File: src/rtl/alu_pkg.sv
// Shared op codes, flag bit positions and capture helpers for the ALU result buffer.
// The optional ALU_RESULT_PARITY_EN build uses even_parity() from here.
package alu_pkg;

    localparam int OP_W  = 3;
    localparam int FLG_W = 4;

    typedef logic [OP_W-1:0]  op_t;
    typedef logic [FLG_W-1:0] flags_t;

    localparam op_t OP_ADD  = 3'b000;
    localparam op_t OP_SUB  = 3'b001;
    localparam op_t OP_DIV  = 3'b010;
    localparam op_t OP_MOD  = 3'b011;
    localparam op_t OP_AND  = 3'b100;
    localparam op_t OP_OR   = 3'b101;
    localparam op_t OP_XOR  = 3'b110;
    localparam op_t OP_XNOR = 3'b111;

    localparam int FLG_ZERO   = 0;
    localparam int FLG_CARRY  = 1;
    localparam int FLG_BORROW = 2;
    localparam int FLG_DZ     = 3;

    localparam logic [16:0] DIVZERO_FILL = 17'h1FFFF;

    function automatic logic is_div_op(input op_t op);
        logic r;
        case (op)
            OP_DIV, OP_MOD: r = 1'b1;
            default:        r = 1'b0;
        endcase
        return r;
    endfunction

    // msb is the ALU carry-out position; it only means carry/borrow for add/sub.
    function automatic flags_t calc_flags(input logic msb, input logic is_zero,
                                          input op_t op, input logic dz);
        flags_t f;
        f             = 4'b0000;
        f[FLG_ZERO]   = is_zero;
        f[FLG_CARRY]  = msb && (op == OP_ADD);
        f[FLG_BORROW] = msb && (op == OP_SUB);
        f[FLG_DZ]     = dz && is_div_op(op);
        return f;
    endfunction

    function automatic logic even_parity(input logic [63:0] d);
        return ^d;
    endfunction

endpackage

File: src/rtl/alu_rb_fifo.sv
// Synchronous FIFO whose head entry is held in a register, so the consumer
// sees stable data straight from flops. Callers must never push when full.
module alu_rb_fifo #(
    parameter int DEPTH = 4,
    parameter int W     = 24,
    parameter int CNT_W = $clog2(DEPTH) + 1
) (
    input  logic             clk_i,
    input  logic             rst_ni,
    input  logic             push_i,
    input  logic [W-1:0]     push_data_i,
    input  logic             pop_i,
    output logic [W-1:0]     head_data_o,
    output logic             head_valid_o,
    output logic [CNT_W-1:0] count_o
);

    localparam int PTR_W = $clog2(DEPTH);

    logic [W-1:0]     mem_q [DEPTH];
    logic [PTR_W-1:0] wr_ptr_q, wr_ptr_d;
    logic [PTR_W-1:0] rd_ptr_q, rd_ptr_d;
    logic [CNT_W-1:0] count_q, count_d;
    logic [CNT_W-1:0] remain_s;
    logic [W-1:0]     head_q, head_d;
    logic             valid_q, valid_d;
    logic             pop_s;

    // Next pointers, count and head register contents.
    always_comb begin
        pop_s    = pop_i && valid_q;
        wr_ptr_d = push_i ? (wr_ptr_q + PTR_W'(1)) : wr_ptr_q;
        rd_ptr_d = pop_s  ? (rd_ptr_q + PTR_W'(1)) : rd_ptr_q;
        count_d  = count_q + CNT_W'(push_i) - CNT_W'(pop_s);
        remain_s = count_q - CNT_W'(pop_s);
        valid_d  = (count_d != {CNT_W{1'b0}});
        head_d   = head_q;
        // An entry landing in an otherwise empty FIFO bypasses storage into the head.
        if (push_i && (remain_s == {CNT_W{1'b0}})) begin
            head_d = push_data_i;
        end else if (remain_s != {CNT_W{1'b0}}) begin
            head_d = mem_q[rd_ptr_d];
        end else begin
            head_d = head_q;
        end
    end

    // Pointer, count and head registers.
    always_ff @(posedge clk_i or negedge rst_ni) begin
        if (!rst_ni) begin
            wr_ptr_q <= {PTR_W{1'b0}};
            rd_ptr_q <= {PTR_W{1'b0}};
            count_q  <= {CNT_W{1'b0}};
            head_q   <= {W{1'b0}};
            valid_q  <= 1'b0;
        end else begin
            wr_ptr_q <= wr_ptr_d;
            rd_ptr_q <= rd_ptr_d;
            count_q  <= count_d;
            head_q   <= head_d;
            valid_q  <= valid_d;
        end
    end

    // Entry storage.
    always_ff @(posedge clk_i or negedge rst_ni) begin
        if (!rst_ni) begin
            for (int i = 0; i < DEPTH; i++) begin
                mem_q[i] <= {W{1'b0}};
            end
        end else if (push_i) begin
            mem_q[wr_ptr_q] <= push_data_i;
        end
    end

    assign head_data_o  = head_q;
    assign head_valid_o = valid_q;
    assign count_o      = count_q;

endmodule

File: src/rtl/alu_result_buffer.sv
// Tracks ops issued to the 1-cycle ALU, captures results with status flags and
// queues them for a valid/ready consumer. Define ALU_RESULT_PARITY_EN for res_parity.
module alu_result_buffer
    import alu_pkg::*;
#(
    parameter int DEPTH  = 4,
    parameter int DATA_W = 17,
    parameter int CNT_W  = $clog2(DEPTH) + 1
) (
    input  logic              clock,
    input  logic              reset,
    input  logic              issue_valid,
    output logic              issue_ready,
    input  logic [2:0]        issue_select,
    input  logic              issue_divzero,
    input  logic [DATA_W-1:0] alu_out,
    output logic              res_valid,
    input  logic              res_ready,
    output logic [DATA_W-1:0] res_data,
    output logic [2:0]        res_op,
    output logic [3:0]        res_flags,
    output logic [CNT_W-1:0]  occupancy
`ifdef ALU_RESULT_PARITY_EN
    ,
    output logic              res_parity
`endif
);

`ifdef ALU_RESULT_PARITY_EN
    localparam int PAR_W = 1;
`else
    localparam int PAR_W = 0;
`endif
    localparam int ENTRY_W = DATA_W + OP_W + FLG_W + PAR_W;
    localparam int SUM_W   = CNT_W + 1;

    logic               pend_valid_q, pend_valid_d;
    op_t                pend_op_q, pend_op_d;
    logic               pend_dz_q, pend_dz_d;
    logic               accept_s;
    logic [SUM_W-1:0]   credit_sum_s;
    logic               cap_zero_s;
    flags_t             cap_flags_s;
    logic [DATA_W-1:0]  cap_data_s;
    logic [ENTRY_W-1:0] push_entry_s;
    logic [ENTRY_W-1:0] head_entry_s;
    logic               pop_s;

    // Credits count both queued entries and the op still in flight in the ALU.
    always_comb begin
        credit_sum_s = {1'b0, occupancy} + SUM_W'(pend_valid_q);
        issue_ready  = (credit_sum_s < SUM_W'(DEPTH));
        accept_s     = issue_valid && issue_ready;
    end

    // Pending-stage next state.
    always_comb begin
        pend_valid_d = accept_s;
        pend_op_d    = pend_op_q;
        pend_dz_d    = pend_dz_q;
        if (accept_s) begin
            pend_op_d = issue_select;
            pend_dz_d = issue_divzero;
        end else begin
            pend_op_d = pend_op_q;
            pend_dz_d = pend_dz_q;
        end
    end

    // Pending-stage registers.
    always_ff @(posedge clock or negedge reset) begin
        if (!reset) begin
            pend_valid_q <= 1'b0;
            pend_op_q    <= OP_ADD;
            pend_dz_q    <= 1'b0;
        end else begin
            pend_valid_q <= pend_valid_d;
            pend_op_q    <= pend_op_d;
            pend_dz_q    <= pend_dz_d;
        end
    end

    // Flag derivation and entry assembly for the result arriving this cycle.
    always_comb begin
        cap_zero_s  = (alu_out == {DATA_W{1'b0}});
        cap_flags_s = calc_flags(alu_out[DATA_W-1], cap_zero_s, pend_op_q, pend_dz_q);
        if (cap_flags_s[FLG_DZ]) begin
            cap_data_s = DATA_W'(DIVZERO_FILL);
        end else begin
            cap_data_s = alu_out;
        end
`ifdef ALU_RESULT_PARITY_EN
        push_entry_s = {even_parity(64'(cap_data_s)), cap_flags_s, pend_op_q, cap_data_s};
`else
        push_entry_s = {cap_flags_s, pend_op_q, cap_data_s};
`endif
    end

    assign pop_s = res_valid && res_ready;

    alu_rb_fifo #(
        .DEPTH (DEPTH),
        .W     (ENTRY_W),
        .CNT_W (CNT_W)
    ) u_fifo (
        .clk_i        (clock),
        .rst_ni       (reset),
        .push_i       (pend_valid_q),
        .push_data_i  (push_entry_s),
        .pop_i        (pop_s),
        .head_data_o  (head_entry_s),
        .head_valid_o (res_valid),
        .count_o      (occupancy)
    );

    assign res_data  = head_entry_s[DATA_W-1:0];
    assign res_op    = head_entry_s[DATA_W +: OP_W];
    assign res_flags = head_entry_s[DATA_W+OP_W +: FLG_W];
`ifdef ALU_RESULT_PARITY_EN
    assign res_parity = head_entry_s[ENTRY_W-1];
`endif

endmodule

File: config.mk
export PLATFORM = sky130hd
export DESIGN_NAME = alu_result_buffer
export DESIGN_NICKNAME = d
export VERILOG_FILES = /design/src/rtl/alu_pkg.sv /design/src/rtl/alu_rb_fifo.sv /design/src/rtl/alu_result_buffer.sv
export SDC_FILE = /design/constraint.sdc
export NUM_CORES = 1
export LEC_CHECK = 0
export BUFFER_PORTS_ARGS = -buffer_cell sky130_fd_sc_hd__buf_2
export CORE_MARGIN = 2
export CORE_UTILIZATION = 65
export DETAILED_ROUTE_END_ITERATION = 8
export GPL_ROUTABILITY_DRIVEN = 0
export PLACE_DENSITY = 0.82
export SYNTH_ARGS = -nofsm -noshare
export SYNTH_HDL_FRONTEND = slang
export SYNTH_HIERARCHICAL = 1
export SYNTH_SLANG_ARGS = --single-unit
File: constraint.sdc
create_clock -name clock -period 4.5 [get_ports clock]
set_input_delay 1.125 -clock clock [delete_from_list [all_inputs] [get_ports clock]]
set_output_delay 1.125 -clock clock [all_outputs]
set_load 0.02 [all_outputs]
==> impl_metrics.yaml, run 1 <==
finish:
  final_common_cell: "dfrtp_1"
  layout-drive-gt1-share_pct: 46.6
  multi_input_area_sq_um: 3350
  final_area_sq_um: 7900
  n_fill_cell: 660
  areaGrowthSynthToFinish_pct: 13.3
  antenna_cells_inserted: 0
  final_cell_mix: "dfrtp_1, mux2_2, mux2i_1, buf_2, mux2_1"
  post-route-util_pct: 76.2
  nets: 581
  regArea_sq_um: 3330
  fin_cells: 698
place:
  dp_hpwl_um: 9230
  dp_cells: 666
  placed_cell_area_sq_um: 7240
  io_buffers: 53
hold_path:
  holdPathEnd: "u_fifo/mem_q[4]$_DFFE_PN0P_"
  holdPathStages: 1
  hold_class: "register to register"
  holdCritStartpoint: "u_fifo/mem_q[4]$_DFFE_PN0P_"
timing:
  timing.fmax_ghz: 0.323
  period_minus_slack_ps: 3090
  finalSetupViolations: 0
  slew_viol_final: 0
  relSlewSlack_pct: 20.1
  rsz0062_at_grt: "no"
  hold_violations: 0
  worstMarginPinSlew_ps: 1200
  timing.final.crit_share_pct: 68.7
  skew_ps: 6.81
  fin_tns_setup_ps: 0
power:
  vdd_drop_max_mv: 0.629
  p_leak_nw: 3.45
  pwr_density_cell_nw_per_um2: 846
logic_synthesis:
  synth_nets: 529
  synth_edf_count: 0
  syn_area_per_cell_sq_um: 14.0
  async_reset_ff_share_pct: 100
  synth-seq-area-share_pct: 47.7
  synth_area_sq_um: 6970
  synth-seq-cells: 133
  yosysTopAreaCell: "dfrtp_1"
  synth_top_area_share_pct: 47.7
  ys.warnings.count: 6
  synth.distinct_cells: 40
  synth_area_leaders: "dfrtp_1, mux2_2, mux2i_1"
  ys.flop_type: "dfrtp_1"
  netlist_instances: 497
routing:
  drc: 0
  detail_route.first_pass.iterations: 4
  dr_total_vias: 4280
  drt-initial-drc-count: 184
  viasPerCell: 6.13
  ant_nets: 0
  wire_per_inst_um: 21.5
  routed_wl_um: 15000
critical_path:
  cp.required_ps: 3380
  critPathMaxFanout: 24
  r2r_slack_ps: 1870
  endpoint_kind: "output port"
  criticalPathCategory: "register to output port"
  cp.arrival_ps: 1970
  rr_startpoint: "u_fifo/head_valid_o$_DFF_PN0_"
  r2r_cells: 9
  r2r_end: "u_fifo/head_data_o[11]$_DFFE_PN0P_"
  start_kind: "register"
global_route:
  antenna_found_initial: 0
  top_usage_layer: "met2"
  use_met1_pct: 36.2
  grt_pass1_vias: 4736
  grtUsageMet3_pct: 5.69
  grt_use_met2_pct: 47.7
  grt-ovfl-total: 0
  grt_pass1_wl_um: 24600
  grt_max_degree: 74
  grt_usage_pct: 28.3
status:
  status: "finished clean"
clock_network:
  numCtsBuffers: 17
  post_cts_buffers: 0
  path_clk_slew_ps: 60
  holdBufCountCts: 0
  clock-sinks: 133
  clock_latency_ps: 530
  htreeDepth: 4
  cts_tree: "built"
  post_cts_resized: 0
  cts_root_buffer: "clkbuf_8"
  cts_max_path_buffers: 2
floorplan:
  die_height_um: 108
  rows: 37
  core_sq_um: 10400
  initial_core_util_pct: 67.2
  die_width_um: 108
  ios: 54
  die-area_sq_um: 11600
run:
  cap_violations: 0
Yosys cell counts, types with 6 or more instances:
master / number
mux2_2: 90
a22oi_2: 19
buf_6: 16
dfrtp_1: 133
inv_1: 6
mux2i_1: 72
buf_2: 12
o21ai_2: 22
o211ai_2: 19
nand2_1: 6
ha_1: 6
nand2b_1: 17
mux2_1: 30
area by class of cell:
cell class,count,area share [%]
timing repair buffer,66,4.62
clock buffer,20,5.76
multi-input combinational,324,42.4
sequential,133,42.2
tap,136,2.15
clock inverter,12,2.53
inverter,7,0.333
where the power goes:
group	switching [mW]	internal (mW)	leakage (nW)
combinational	1.45	1.39	1.61
clock	0.517	0.999	0.313
sequential	0.565	1.77	1.52
total	2.53	4.15	3.45
cells by family (layout without fill, tap and decap cells):
group,count (synthesis),after routing,share of synthesized area [%]
compound gates,76,76,11.4
xor+xnor,6,6,0.861
fa+ha+maj,7,7,1.36
buf+inv,40,105,4.36
flops,133,133,47.7
mux,196,196,30.6
simple gates,39,39,3.66
flip-flops by register name, indices dropped and copies added, names as in the netlist:
register             flops
u_fifo/head_data_o      24
pend_dz_q                1
u_fifo/mem_q            96
u_fifo/rd_ptr_q          2
u_fifo/head_valid_o      1
pend_valid_q             1
u_fifo/wr_ptr_q          2
u_fifo/count_o           3
pend_op_q                3
critical path, stage by stage, from the launching register on:
cell and delay [ps]:
dfrtp_2 570, buf_4 510, a31oi_4 160, buf_2 190
per-layer routing:
| layer | wire (um) | vias to the layer above |
|---|---|---|
| met5 | 0 | - |
| met3 | 550 | 14 |
| met4 | 185 | 0 |
| li1 | - | 1954 |
| met2 | 7500 | 84 |
| met1 | 6780 | 2228 |
worst max-delay path by stage:
| stage | startpoint | endpoint | slack, ps | depth (start not counted) |
|---|---|---|---|---|
| after detailed placement | res_ready | u_fifo/head_data_o[23]$_DFFE_PN0P_ | 1140 | 10 |
| after global routing | pend_valid_q$_DFF_PN0_ | issue_ready | 1370 | 3 |
| after floorplan | res_ready | u_fifo/head_valid_o$_DFF_PN0_ | 1860 | 7 |
| after global placement | res_ready | u_fifo/head_data_o[11]$_DFFE_PN0P_ | 1210 | 10 |
| final | pend_valid_q$_DFF_PN0_ | issue_ready | 1410 | 3 |
| after CTS | pend_valid_q$_DFF_PN0_ | issue_ready | 1410 | 3 |
per-stage QoR:
step | setup slack, ps | hold WS [ps] | power [mW]
after global placement | 1210 | 468 | 4.98
after detailed placement | 1140 | 479 | 5.15
after global routing | 1370 | 505 | 7.06
after CTS | 1410 | 493 | 6.71
after floorplan | 1860 | 459 | 4.55
final | 1410 | 489 | 6.68
Power figures use the tool's default switching activity.
==> run 2: changes to the inputs <==
Settings changed: CORE_UTILIZATION 65 to 55, PLACE_DENSITY 0.82 to 0.74.
Clock period 4.5 ns to 2.5 ns, I/O delays scaled along.
==> run 2 against run 1 <==
Against the previous run:
- via count fell by 0.56%
- clock-buffer cell count fell by 2
- highest routed layer unchanged
- first-iteration DRC count fell by 2.2%
- hold slack got worse by 290 ps
- clock skew barely moved
- flip-flop and latch count did not move
- combinational power rose by 93%
- sequential power rose by 68%
- die area rose by 17%
==> impl_metrics.yaml, run 2 (synthesized netlist as in run 1, its figures left out) <==
timing:
  skew_ps: 6.48
  rsz0062_at_grt: "no"
  fin_tns_setup_ps: 0
  worstMarginPinSlew_ps: 762
  timing.final.crit_share_pct: 88.6
  hold_violations: 0
  slew_viol_final: 0
  period_minus_slack_ps: 2210
  timing.fmax_ghz: 0.452
  relSlewSlack_pct: 48.5
  finalSetupViolations: 0
place:
  io_buffers: 53
  dp_hpwl_um: 9360
  placed_cell_area_sq_um: 7440
critical_path:
  start_kind: "register"
  slowest_stage: "dfrtp_1"
  r2r_slack_ps: 290
  endpoint_kind: "register"
  worstPathCellList: "and2_1 -> nand3b_2 -> inv_1 -> ha_1 -> xnor2_1 -> nand4_4 -> buf_4 -> o211ai_2 -> o21ai_2"
  critPathMaxFanout: 18
  cp.required_ps: 2810
  cp.arrival_ps: 2520
  slowest_delay_ps: 460
  criticalPathCategory: "register to register"
finish:
  nets: 590
  antenna_cells_inserted: 0
  regMostFlops: "u_fifo/mem_q"
  regArea_sq_um: 3330
  multi_input_area_sq_um: 3350
  largest_register_ffs: 96
  post-route-util_pct: 64.5
  n_fill_cell: 946
  areaGrowthSynthToFinish_pct: 15.7
  final_area_sq_um: 8070
  layout-drive-gt1-share_pct: 47.5
  final_common_cell: "dfrtp_1"
  final_cell_mix: "dfrtp_1, mux2_2, mux2i_1, buf_2, mux2_1"
floorplan:
  core_sq_um: 12500
  die_width_um: 117
  ios: 54
  rows: 41
  die_height_um: 117
  die-area_sq_um: 13600
  initial_core_util_pct: 55.7
hold_path:
  hold_class: "primary input to async pin"
global_route:
  grt_max_degree: 52
  grt-ovfl-total: 0
  grt_pass1_vias: 4539
  grt_pass1_wl_um: 24300
  grt_usage_pct: 24.1
  antenna_found_initial: 0
status:
  status: "finished clean"
clock_network:
  htreeDepth: 4
  holdBufCountCts: 0
  path_clk_slew_ps: 60
  post_cts_buffers: 0
  clock-sinks: 133
  numCtsBuffers: 17
  cts_root_buffer: "clkbuf_16"
  cts_max_path_buffers: 2
  post_cts_resized: 0
  cts_tree: "built"
  clock_latency_ps: 430
routing:
  wire_per_inst_um: 20.1
  dr_total_vias: 4256
  drt-initial-drc-count: 180
  routed_wl_um: 15000
  detail_route.first_pass.iterations: 4
  drc: 0
  ant_nets: 0
  viasPerCell: 5.73
power:
  vdd_drop_max_mv: 0.953
  p_leak_nw: 3.51
  power.total_mw: 12.0
  pwr_density_cell_nw_per_um2: 1490
run:
  cap_violations: 0
## run 2: cell types whose count changed in the layout (fill, tap and decap cells not counted), sizes merged
cell	previous run	this run
clkbuf	20	18
buf	66	75
bufinv	5	4
clkinvlp	3	4
clkinv	4	6
## run 2: path summary, 6_finish.rpt
check,from,end,depth (start not counted)
min,reset,u_fifo/head_data_o[12]$_DFFE_PN0P_,1
max,u_fifo/head_valid_o$_DFF_PN0_,u_fifo/head_data_o[10]$_DFFE_PN0P_,9
max in group asynchronous,reset,pend_valid_q$_DFF_PN0_,2
min reg2reg,u_fifo/mem_q[9]$_DFFE_PN0P_,u_fifo/mem_q[9]$_DFFE_PN0P_,1
min in group clock,issue_select[1],pend_op_q[1]$_DFFE_PN0P_,2
max reg2reg,u_fifo/head_valid_o$_DFF_PN0_,u_fifo/head_data_o[10]$_DFFE_PN0P_,9
## run 2: cell type report
| class | count | area share, % |
|---|---|---|
| clock inverters | 14 | 2.28 |
| well taps | 172 | 2.67 |
| repair buffers | 75 | 6.45 |
| flip-flops and latches | 133 | 41.3 |
| clock buffers | 18 | 5.44 |
| inverters | 7 | 0.326 |
| multi-input cells | 324 | 41.5 |
## run 2: routing by layer
layer  GRT usage [%]  vias up  share of wire, %  wire length, um
met1            30.8     2182                45             6730
li1                -     1966                 -                -
met5               0        -                 0                0
met4            10.0        0               2.3              339
met2            39.1       78                49             7350
met3            6.43       30               3.6              540
## run 2: worst max-delay path, delay by kind of cell (launching register included)
family / cells / cell delay [ps]
compound gates: 2 / 180
xor+xnor: 1 / 300
fa+ha+maj: 1 / 190
buf+inv: 2 / 330
flops: 1 / 460
simple gates: 3 / 620
## run 2: metrics by stage
| stage | std cells | setup slack, ps | hold WS, ps |
|---|---|---|---|
| 4_1_cts | 743 | 291 | 212 |
| 6_report | 743 | 286 | 198 |
| 2_1_floorplan | 497 | 365 | 329 |
| 3_3_place_gp | 711 | 198 | 468 |
| 5_1_grt | 743 | 192 | 230 |
| 3_5_place_dp | 711 | 134 | 481 |
## run 2: power by group
group          switching, mW  internal (mW)  total (mW)
registers              0.721           3.19        3.91
logic                   2.85           2.62        5.47
clock network          0.941           1.68        2.62
total                   4.52           7.49        12.0
